### src/rtl/ps2_scan_decoder.sv
// rtl/ps2_scan_decoder.sv - PS/2 keyboard frame receiver and scan-code prefix decoder
// Optional parity checking is enabled by defining PS2_PARITY_CHECK_EN.
module ps2_scan_decoder #(
    parameter int TIMEOUT_CYCLES = 50000
) (
    input  logic       clk,
    input  logic       rst_n,
    input  logic       ps2_clk,
    input  logic       ps2_data,
    output logic [7:0] key_code,
    output logic       key_ext,
    output logic       key_break,
    output logic       key_valid,
    output logic       frame_err
);

    localparam int TW = (TIMEOUT_CYCLES > 2) ? $clog2(TIMEOUT_CYCLES) : 1;
    localparam logic [TW-1:0] TMO_LAST = TW'(TIMEOUT_CYCLES - 1);

    typedef enum logic [1:0] {
        ST_IDLE   = 2'd0,
        ST_DATA   = 2'd1,
        ST_PARITY = 2'd2,
        ST_STOP   = 2'd3
    } state_t;

    logic          clk_s1_q, clk_s2_q, clk_prev_q;
    logic          dat_s1_q, dat_s2_q;
    logic          fall;

    state_t        state_q, state_d;
    logic [2:0]    bit_cnt_q, bit_cnt_d;
    logic [7:0]    shift_q, shift_d;
    logic [TW-1:0] tmo_q, tmo_d;
    logic          ext_q, ext_d;
    logic          brk_q, brk_d;
    logic [7:0]    key_code_q, key_code_d;
    logic          key_ext_q, key_ext_d;
    logic          key_break_q, key_break_d;
    logic          key_valid_q, key_valid_d;
    logic          frame_err_q, frame_err_d;
    logic          frame_good;
`ifdef PS2_PARITY_CHECK_EN
    logic          parity_q, parity_d;
`endif

    // Synchronizers idle high so that reset never fakes a falling edge.
    always_ff @(posedge clk) begin
        if (!rst_n) begin
            clk_s1_q   <= 1'b1;
            clk_s2_q   <= 1'b1;
            clk_prev_q <= 1'b1;
            dat_s1_q   <= 1'b1;
            dat_s2_q   <= 1'b1;
        end else begin
            clk_s1_q   <= ps2_clk;
            clk_s2_q   <= clk_s1_q;
            clk_prev_q <= clk_s2_q;
            dat_s1_q   <= ps2_data;
            dat_s2_q   <= dat_s1_q;
        end
    end

    assign fall = clk_prev_q & ~clk_s2_q;

`ifdef PS2_PARITY_CHECK_EN
    assign frame_good = dat_s2_q & (^{shift_q, parity_q});
`else
    assign frame_good = dat_s2_q;
`endif

    always_comb begin
        state_d     = state_q;
        bit_cnt_d   = bit_cnt_q;
        shift_d     = shift_q;
        ext_d       = ext_q;
        brk_d       = brk_q;
        key_code_d  = key_code_q;
        key_ext_d   = key_ext_q;
        key_break_d = key_break_q;
        key_valid_d = 1'b0;
        frame_err_d = 1'b0;
`ifdef PS2_PARITY_CHECK_EN
        parity_d    = parity_q;
`endif

        if (state_q == ST_IDLE || fall) begin
            tmo_d = '0;
        end else begin
            tmo_d = tmo_q + 1'b1;
        end

        if (state_q != ST_IDLE && !fall && tmo_q == TMO_LAST) begin
            state_d     = ST_IDLE;
            tmo_d       = '0;
            frame_err_d = 1'b1;
            ext_d       = 1'b0;
            brk_d       = 1'b0;
        end else if (fall) begin
            case (state_q)
                ST_IDLE: begin
                    if (!dat_s2_q) begin
                        state_d   = ST_DATA;
                        bit_cnt_d = 3'd0;
                    end else begin
                        frame_err_d = 1'b1;
                        ext_d       = 1'b0;
                        brk_d       = 1'b0;
                    end
                end
                ST_DATA: begin
                    shift_d   = {dat_s2_q, shift_q[7:1]};
                    bit_cnt_d = bit_cnt_q + 3'd1;
                    if (bit_cnt_q == 3'd7) begin
                        state_d = ST_PARITY;
                    end
                end
                ST_PARITY: begin
`ifdef PS2_PARITY_CHECK_EN
                    parity_d = dat_s2_q;
`endif
                    state_d  = ST_STOP;
                end
                ST_STOP: begin
                    state_d = ST_IDLE;
                    if (!frame_good) begin
                        frame_err_d = 1'b1;
                        ext_d       = 1'b0;
                        brk_d       = 1'b0;
                    end else if (shift_q == 8'hE0) begin
                        ext_d = 1'b1;
                    end else if (shift_q == 8'hF0) begin
                        brk_d = 1'b1;
                    end else begin
                        key_valid_d = 1'b1;
                        key_code_d  = shift_q;
                        key_ext_d   = ext_q;
                        key_break_d = brk_q;
                        ext_d       = 1'b0;
                        brk_d       = 1'b0;
                    end
                end
                default: state_d = ST_IDLE;
            endcase
        end
    end

    always_ff @(posedge clk) begin
        if (!rst_n) begin
            state_q     <= ST_IDLE;
            bit_cnt_q   <= 3'd0;
            shift_q     <= 8'h00;
            tmo_q       <= '0;
            ext_q       <= 1'b0;
            brk_q       <= 1'b0;
            key_code_q  <= 8'h00;
            key_ext_q   <= 1'b0;
            key_break_q <= 1'b0;
            key_valid_q <= 1'b0;
            frame_err_q <= 1'b0;
`ifdef PS2_PARITY_CHECK_EN
            parity_q    <= 1'b0;
`endif
        end else begin
            state_q     <= state_d;
            bit_cnt_q   <= bit_cnt_d;
            shift_q     <= shift_d;
            tmo_q       <= tmo_d;
            ext_q       <= ext_d;
            brk_q       <= brk_d;
            key_code_q  <= key_code_d;
            key_ext_q   <= key_ext_d;
            key_break_q <= key_break_d;
            key_valid_q <= key_valid_d;
            frame_err_q <= frame_err_d;
`ifdef PS2_PARITY_CHECK_EN
            parity_q    <= parity_d;
`endif
        end
    end

    assign key_code  = key_code_q;
    assign key_ext   = key_ext_q;
    assign key_break = key_break_q;
    assign key_valid = key_valid_q;
    assign frame_err = frame_err_q;

endmodule

### config.mk
export PLATFORM = sky130hd
export DESIGN_NAME = ps2_scan_decoder
export DESIGN_NICKNAME = d
export VERILOG_FILES = /design/src/rtl/ps2_scan_decoder.sv
export SDC_FILE = /design/constraint.sdc
export NUM_CORES = 1
export LEC_CHECK = 0
export ABC_CLOCK_PERIOD_IN_PS = 2100
export CAP_MARGIN = 20
export CORE_MARGIN = 8
export CORE_UTILIZATION = 44
export DETAILED_ROUTE_END_ITERATION = 8
export GPL_TIMING_DRIVEN = 0
export PLACE_DENSITY = 0.65
export SLEW_MARGIN = 5
export SYNTH_ARGS = -nofsm -noshare
export SYNTH_HDL_FRONTEND = slang
export SYNTH_SLANG_ARGS = --single-unit
### constraint.sdc
create_clock -name clk -period 2.1 [get_ports clk]
set_clock_uncertainty 0.1 [all_clocks]
set_input_delay 0.42 -clock clk [delete_from_list [all_inputs] [get_ports clk]]
set_output_delay 0.42 -clock clk [all_outputs]
set_load 0.05 [all_outputs]
==> parameters.txt, run 1 <==
Parameter                              Value

Outcome
  Result of the run    completed

Power and ir drop
  LEAKAGE    0.836 nW
  Peak ir drop on the vdd network    271 uV
  Power density of the placed cells    674 nW/um^2
  Total power after layout    0.00161 W

Drt
  1st-iter DRT viols    36
  Vias per Instance    5.01
  Avg WL per Cell    12.4 um
  Count of nets left with antenna violations after detail routing    0
  Wirelength, routed    3.58 mm
  Number of detailed-route iterations in the first pass    4
  Number of vias in the routed layout    1,442
  DRC    0

Global routing
  Pin count of the biggest net entering global routing    15
  Wire length of the first global-routing pass    6.25 mm
  Number of global-route vias before repair    1,392
  Overall track demand over capacity in global routing    10.8%
  Antenna violations before repair    0
  Remaining Overflow, GRT    0

Yosys
  Synthesized net count    222
  Number of unique standard cell types used by synthesis    35
  Total of warnings raised by yosys    0
  Fraction of the yosys area taken by sequential cells    46.6%
  Post-synthesis instance area    2060 sq um
  Mapped Avg Cell Area    9.78 sq um
  Post-synth top flop    sky130_fd_sc_hd__dfxtp_1
  Number of enable flip-flop cells after synthesis    0
  Leading cell types by total area after synthesis    sky130_fd_sc_hd__dfxtp_1, sky130_fd_sc_hd__mux2i_1, sky130_fd_sc_hd__nor2b_1, sky130_fd_sc_hd__ha_1, sky130_fd_sc_hd__nor2_1
  Async S/R FF share, synth    0%
  Cells after synthesis    211
  Total of flip-flops plus latches after synthesis    48
  Cell taking the most area after synthesis    sky130_fd_sc_hd__dfxtp_1
  Portion of synthesized cell area occupied by the leading cell type    46.6%

Place
  I/O Buffers    15
  Number of placed cells counting well taps    280
  Last weighted congestion value of the routability-driven placer    0.789
  Pre-CTS WS    0.0575 ns
  Estimated wirelength of the detail-placed design    2.57 mm

Clocking
  Library cell used as clock root buffer    sky130_fd_sc_hd__clkbuf_8
  CTS sink cnt    48
  Clock slew at reported path FFs    0.09 ns
  Post-CTS setup repair buffer count    0
  CTS H-Tree Depth    2
  Clock Path Buffers    2
  CTS tree    done
  Insertion delay to the later sink of the worst-skew pair    0.31 ns
  TritonCTS Buffers    5

Floorplanning
  Vertical extent of the die    84.5 um
  Initial core utilization    44.6%
  Number of standard-cell rows in the floorplan    25
  Die area    7140 sq um
  I/O pin total    16
  Chip width    84.5 um
  Core outline area    4630 sq um

Finish
  Finished Layout Cells    288
  Synth-to-Final Area Change    16.0%
  Most common library cell in the layout ignoring fill and taps    sky130_fd_sc_hd__dfxtp_1
  Filler cells    458
  Final net count    244
  Commonest cells after routing, fill and taps aside    sky130_fd_sc_hd__dfxtp_1, sky130_fd_sc_hd__nor2b_1, sky130_fd_sc_hd__mux2i_1
  Fraction of final layout cells sized beyond drive strength 1    5.13%
  Diodes inserted    0

Run
  Max-cap viol count    0

Worst setup path
  Worst-path cell with the longest stage delay    sky130_fd_sc_hd__clkdlybuf4s50_1
  Cells along the critical path    clkdlybuf4s50_1
  Sum of buffers and inverters on the critical path    1
  Crit. Startpoint    key_code[4]$_SDFFE_PN0P_
  Family with the most delay on the worst path    buffers and inverters
  Required time of the critical path    1.58 ns
  Element type at the critical path start    register
  Crit Path Class    register to output pin
  Critical path data arrival time    1.44 ns
  CP Max Fanout    2
  Endpoint type of the worst setup path    output pin
  Largest stage delay on the critical path    0.80 ns
  Critical register-to-register path startpoint    tmo_q[0]$_SDFF_PP0_

Timing
  Final hold violation count    0
  Final setup slack of the worst path    0.138 ns
  RSZ-0062 raised after global routing    false
  Worst slew margin relative to its limit    65.9%
  Share of the cycle needed by the critical path after routing    93.4%
  Setup Total Neg Slack    0 ns
  Fmax    510 MHz
  Final count of pins violating max slew    0
  Transition time at the pin with the least slew margin    0.506 ns
  Number of endpoints failing setup at the final stage    0
  Post-layout minimum cycle time    1.96 ns

Min path
  Launch instance of the worst min-delay path    dat_s1_q$_SDFF_PN1_
  Hold WC Path Type    register to register
[power by group]
group | internal, W | switching, W
combinational | 0.0000206 | 0.0000215
clock | 0.000353 | 0.000300
sequential | 0.000915 | 0.00000350
[final timing paths]
path	slack (ns)	to	cells past startpoint
max	0.14	key_code[4]	1
min	0.32	dat_s2_q$_SDFF_PN1_	1
min reg2reg	0.32	dat_s2_q$_SDFF_PN1_	1
max reg2reg	0.30	tmo_q[4]$_SDFF_PP0_	6
[sequential cells by signal (all words and copies together) (netlist names), 2 cells and up]
register   flops
state_q        2
bit_cnt_q      3
shift_q        8
key_code       8
tmo_q         16
[cell usage after synthesis, drive strengths merged, types with 3 or more instances]
library cell / instances
nor3: 4
nor2: 17
buf: 3
mux2i: 21
nand2b: 9
clkbuf: 4
and3: 4
inv: 4
nand2: 9
dfxtp: 48
a21oi: 7
xnor2: 7
nand3: 8
ha: 7
nor2b: 24
nand4: 6
xor2: 5
[final cells by class]
cell class                      instances  area (sq um)  share of cell area [%]
Tap cell                               54          67.6                    2.82
Sequential cell                        48           961                    40.1
Clock inverter                          2          35.0                    1.46
Inverter                                4          15.0                   0.627
Timing Repair Buffer                   15           150                    6.27
Buffer                                  7          36.3                    1.52
Clock buffer                            6          72.6                    3.03
Multi-Input combinational cell        152          1060                    44.1
[layer usage]
metal / vias to the layer above / share of wire, % / GRT usage, %
met5: - / 0 / 0
met1: 653 / 47 / 11.8
met2: 13 / 47 / 18.3
met4: 0 / 1.8 / 4.85
met3: 6 / 4.3 / 4.10
li1: 770 / - / -
[repair_timing]
item | 4_1_cts | 5_1_grt
hold buffers | 0 | 0
gates resized for setup | 0 | 1
setup endpoints to repair | 0 | 2
hold endpoints to repair | 0 | 0
[through the flow]
stage               hold WS (ns)  cell area, sq um  utilization [%]
floorplan                  0.286              2060                -
global placement           0.290              2280             49.3
detailed placement         0.296              2280             49.3
CTS                        0.317              2390             51.6
global route               0.342              2390             51.7
finish                     0.315              2390             51.7
[cell families (layout without fill, tap and decap cells)]
logic type	Yosys count	in the layout	synth area share, %
adder cells (fa/ha/maj)	7	7	4.24
flip-flops	48	48	46.6
AND/OR/NAND/NOR	95	95	26.1
buffers and inverters	11	34	2.49
multiplexers	21	21	10.2
AO/OA/AOI/OAI	17	17	5.28
XOR/XNOR	12	12	5.09
Power figures use the tool's default switching activity.
==> run 2: changes to the inputs <==
- CORE_ASPECT_RATIO: unset -> 0.8
==> run 2 against run 1 <==
  * First-iteration DRC count is 140% higher
  * Via count is 1.2% higher
  * Final cell count is 1.0% higher
  * Clock power is 25% lower
  * Maximum frequency hardly changed
  * Sequential cell count stayed put
  * Worst hold slack hardly changed
  * Sequential share of layout area is 0.53 points higher
  * Final area is 1.3% lower
  * Largest cell class unchanged
==> parameters.txt, run 2 (synthesis gave the netlist of run 1 again) <==
Parameter                              Value

Finish
  Final net count    244 (unchanged)
  Most common library cell in the layout ignoring fill and taps    sky130_fd_sc_hd__dfxtp_1
  Commonest cells after routing, fill and taps aside    sky130_fd_sc_hd__dfxtp_1, sky130_fd_sc_hd__nor2b_1, sky130_fd_sc_hd__mux2i_1
  Diodes inserted    0 (unchanged)
  Synth-to-Final Area Change    14.5%
  Max FFs per register    16 (unchanged)
  Filler cells    432 (-5.7%)
  Register containing the most flip-flops in the final layout    tmo_q
  Fraction of final layout cells sized beyond drive strength 1    4.33% (-0.80 points)

Power and ir drop
  Peak ir drop on the vdd network    384 uV (+42%)
  Sw frac    20.7% (+0.60 points)
  Relative contribution of combinational cells to total power    2.9% (+0.3 points)
  Sequential group share of total power    63.3% (+6.4 points)
  LEAKAGE    0.816 nW (-2.3%)
  Internal cell power    0.00115 W (-11%)
  Power density of the placed cells    614 nW/um^2 (-8.9%)
  Clock share of power    33.8% (-6.7 points)
  Sw Pwr    0.000301 W (-7.4%)

Clocking
  Clock Path Buffers    2 (unchanged)
  TritonCTS Buffers    5 (unchanged)
  Insertion delay to the later sink of the worst-skew pair    0.29 ns (-0.02 ns)
  Post-CTS setup repair buffer count    0 (unchanged)
  CTS tree    done
  CTS H-Tree Depth    2 (unchanged)
  Post-cts hold buffer count    0 (unchanged)
  CTS sink cnt    48 (unchanged)
  Number of cells upsized or downsized after cts    0 (unchanged)
  Library cell used as clock root buffer    sky130_fd_sc_hd__clkbuf_8
  Clock slew at reported path FFs    0.08 ns (about the same)

Timing
  Worst slew margin relative to its limit    66.7% (+0.79 points)
  Number of endpoints failing setup at the final stage    0 (unchanged)
  RSZ-0062 raised after global routing    false
  Share of the cycle needed by the critical path after routing    93.5% (about the same)
  Final count of pins violating max slew    0 (unchanged)
  Fmax    509 MHz (about the same)
  Final setup slack of the worst path    0.137 ns (-0.000500 ns)
  Setup Total Neg Slack    0 ns (unchanged)
  Final hold violation count    0 (unchanged)
  Post-layout minimum cycle time    1.96 ns (+0.000500 ns)
  Transition time at the pin with the least slew margin    0.497 ns (-0.00880 ns)

Global routing
  Wire length of the first global-routing pass    6.69 mm (+7.0%)
  Antenna violations before repair    0 (unchanged)
  Number of global-route vias before repair    1,484 (+6.6%)
  Overall track demand over capacity in global routing    11.4% (+0.58 points)
  Remaining Overflow, GRT    0 (unchanged)
  Pin count of the biggest net entering global routing    13 (-2)

Drt
  Number of vias in the routed layout    1,460 (+1.2%)
  Number of detailed-route iterations in the first pass    4 (unchanged)
  Wirelength, routed    3.66 mm (+2.1%)
  Vias per Instance    5.02 (+0.20%)
  1st-iter DRT viols    86 (+140%)
  Avg WL per Cell    12.6 um (+1.1%)
  Count of nets left with antenna violations after detail routing    0 (unchanged)
  DRC    0 (unchanged)

Worst setup path
  Critical path data arrival time    1.44 ns (about the same)
  CP Max Fanout    2 (unchanged)
  Endpoint type of the worst setup path    output pin
  Element type at the critical path start    register
  Slack of the worst reg-to-reg path    0.28 ns (-0.02 ns)
  Largest stage delay on the critical path    0.81 ns (about the same)
  Sum of buffers and inverters on the critical path    1 (unchanged)
  Family with the most delay on the worst path    buffers and inverters
  Worst-path cell with the longest stage delay    sky130_fd_sc_hd__clkdlybuf4s50_1
  Crit Path Class    register to output pin
  Required time of the critical path    1.58 ns (about the same)
  Cells along the critical path    clkdlybuf4s50_1

Floorplanning
  Die area    7150 sq um (+0.20%)
  I/O pin total    16 (unchanged)
  Core outline area    4540 sq um (-1.9%)
  Initial core utilization    45.4% (+0.86 points)
  Number of standard-cell rows in the floorplan    22 (-12%)
  Chip width    92.6 um (+9.6%)
  Vertical extent of the die    77.3 um (-8.6%)

Place
  Estimated wirelength of the detail-placed design    2.62 mm (+2.3%)
  Last weighted congestion value of the routability-driven placer    0.798 (+1.1%)
  Pre-CTS WS    0.0504 ns (-0.00703 ns)
  I/O Buffers    15 (unchanged)

Run
  Max-cap viol count    0 (unchanged)

Min path
  Hold WC Path Type    register to register

Outcome
  Result of the run    completed
==> run 2: changes by cell type in the layout (fill, tap and decap cells not counted), sizes merged <==
cell,before,now
clkbuf,10,9
clkinv,1,0
bufinv,1,0
==> run 2: metal layers <==
layer  wire length, um  vias up  track usage, %
li1                  -      768               -
met4                40        0            4.33
met2              1480       18            17.8
met5                 0        -               0
met1              2000      669            14.2
met3               134        5            3.70
==> run 2: final timing paths <==
| path | depth (start not counted) | to | startpoint |
|---|---|---|---|
| max | 1 | key_break | key_break$_SDFFE_PN0P_ |
| min | 1 | clk_s2_q$_SDFF_PN1_ | clk_s1_q$_SDFF_PN1_ |
| max reg2reg | 5 | tmo_q[3]$_SDFF_PP0_ | tmo_q[12]$_SDFF_PP0_ |
| min reg2reg | 1 | clk_s2_q$_SDFF_PN1_ | clk_s1_q$_SDFF_PN1_ |
==> run 2: area by class of cell <==
class                           count  area [sq um]  share of cell area, %
Sequential cell                    48           961                   40.7
Tap cell                           60          75.1                   3.18
Timing Repair Buffer               15           150                   6.36
Clock buffer                        5          68.8                   2.91
Inverter                            4          15.0                  0.636
Multi-Input combinational cell    152          1060                   44.7
Buffer                              7          36.3                   1.54
==> run 2: power groups by stage <==
stage               clock network [W]  registers, W  logic (W)
global placement                    0      0.000940  0.0000423
global route                 0.000544      0.000920  0.0000478
detailed placement                  0      0.000940  0.0000421
finish                       0.000490      0.000919  0.0000427
floorplan                           0      0.000941  0.0000262
CTS                          0.000511      0.000919  0.0000424
==> run 2: per-stage QoR <==
stage | area [sq um] | util, % | std cells | hold slack [ns] | power [W]
2_1_floorplan | 2060 | - | 211 | 0.286 | 0.000967
3_3_place_gp | 2290 | 50.4 | 286 | 0.288 | 0.000982
3_5_place_dp | 2290 | 50.4 | 286 | 0.296 | 0.000982
4_1_cts | 2360 | 51.9 | 291 | 0.317 | 0.00147
5_1_grt | 2360 | 52.0 | 291 | 0.340 | 0.00151
6_report | 2360 | 52.0 | 291 | 0.315 | 0.00145
==> run 3: changes to the inputs <==
- CTS_CLUSTER_DIAMETER: unset -> 100
==> results of run 3 <==
Same layout as run 2: the final DEF is identical, and so are final timing and power.
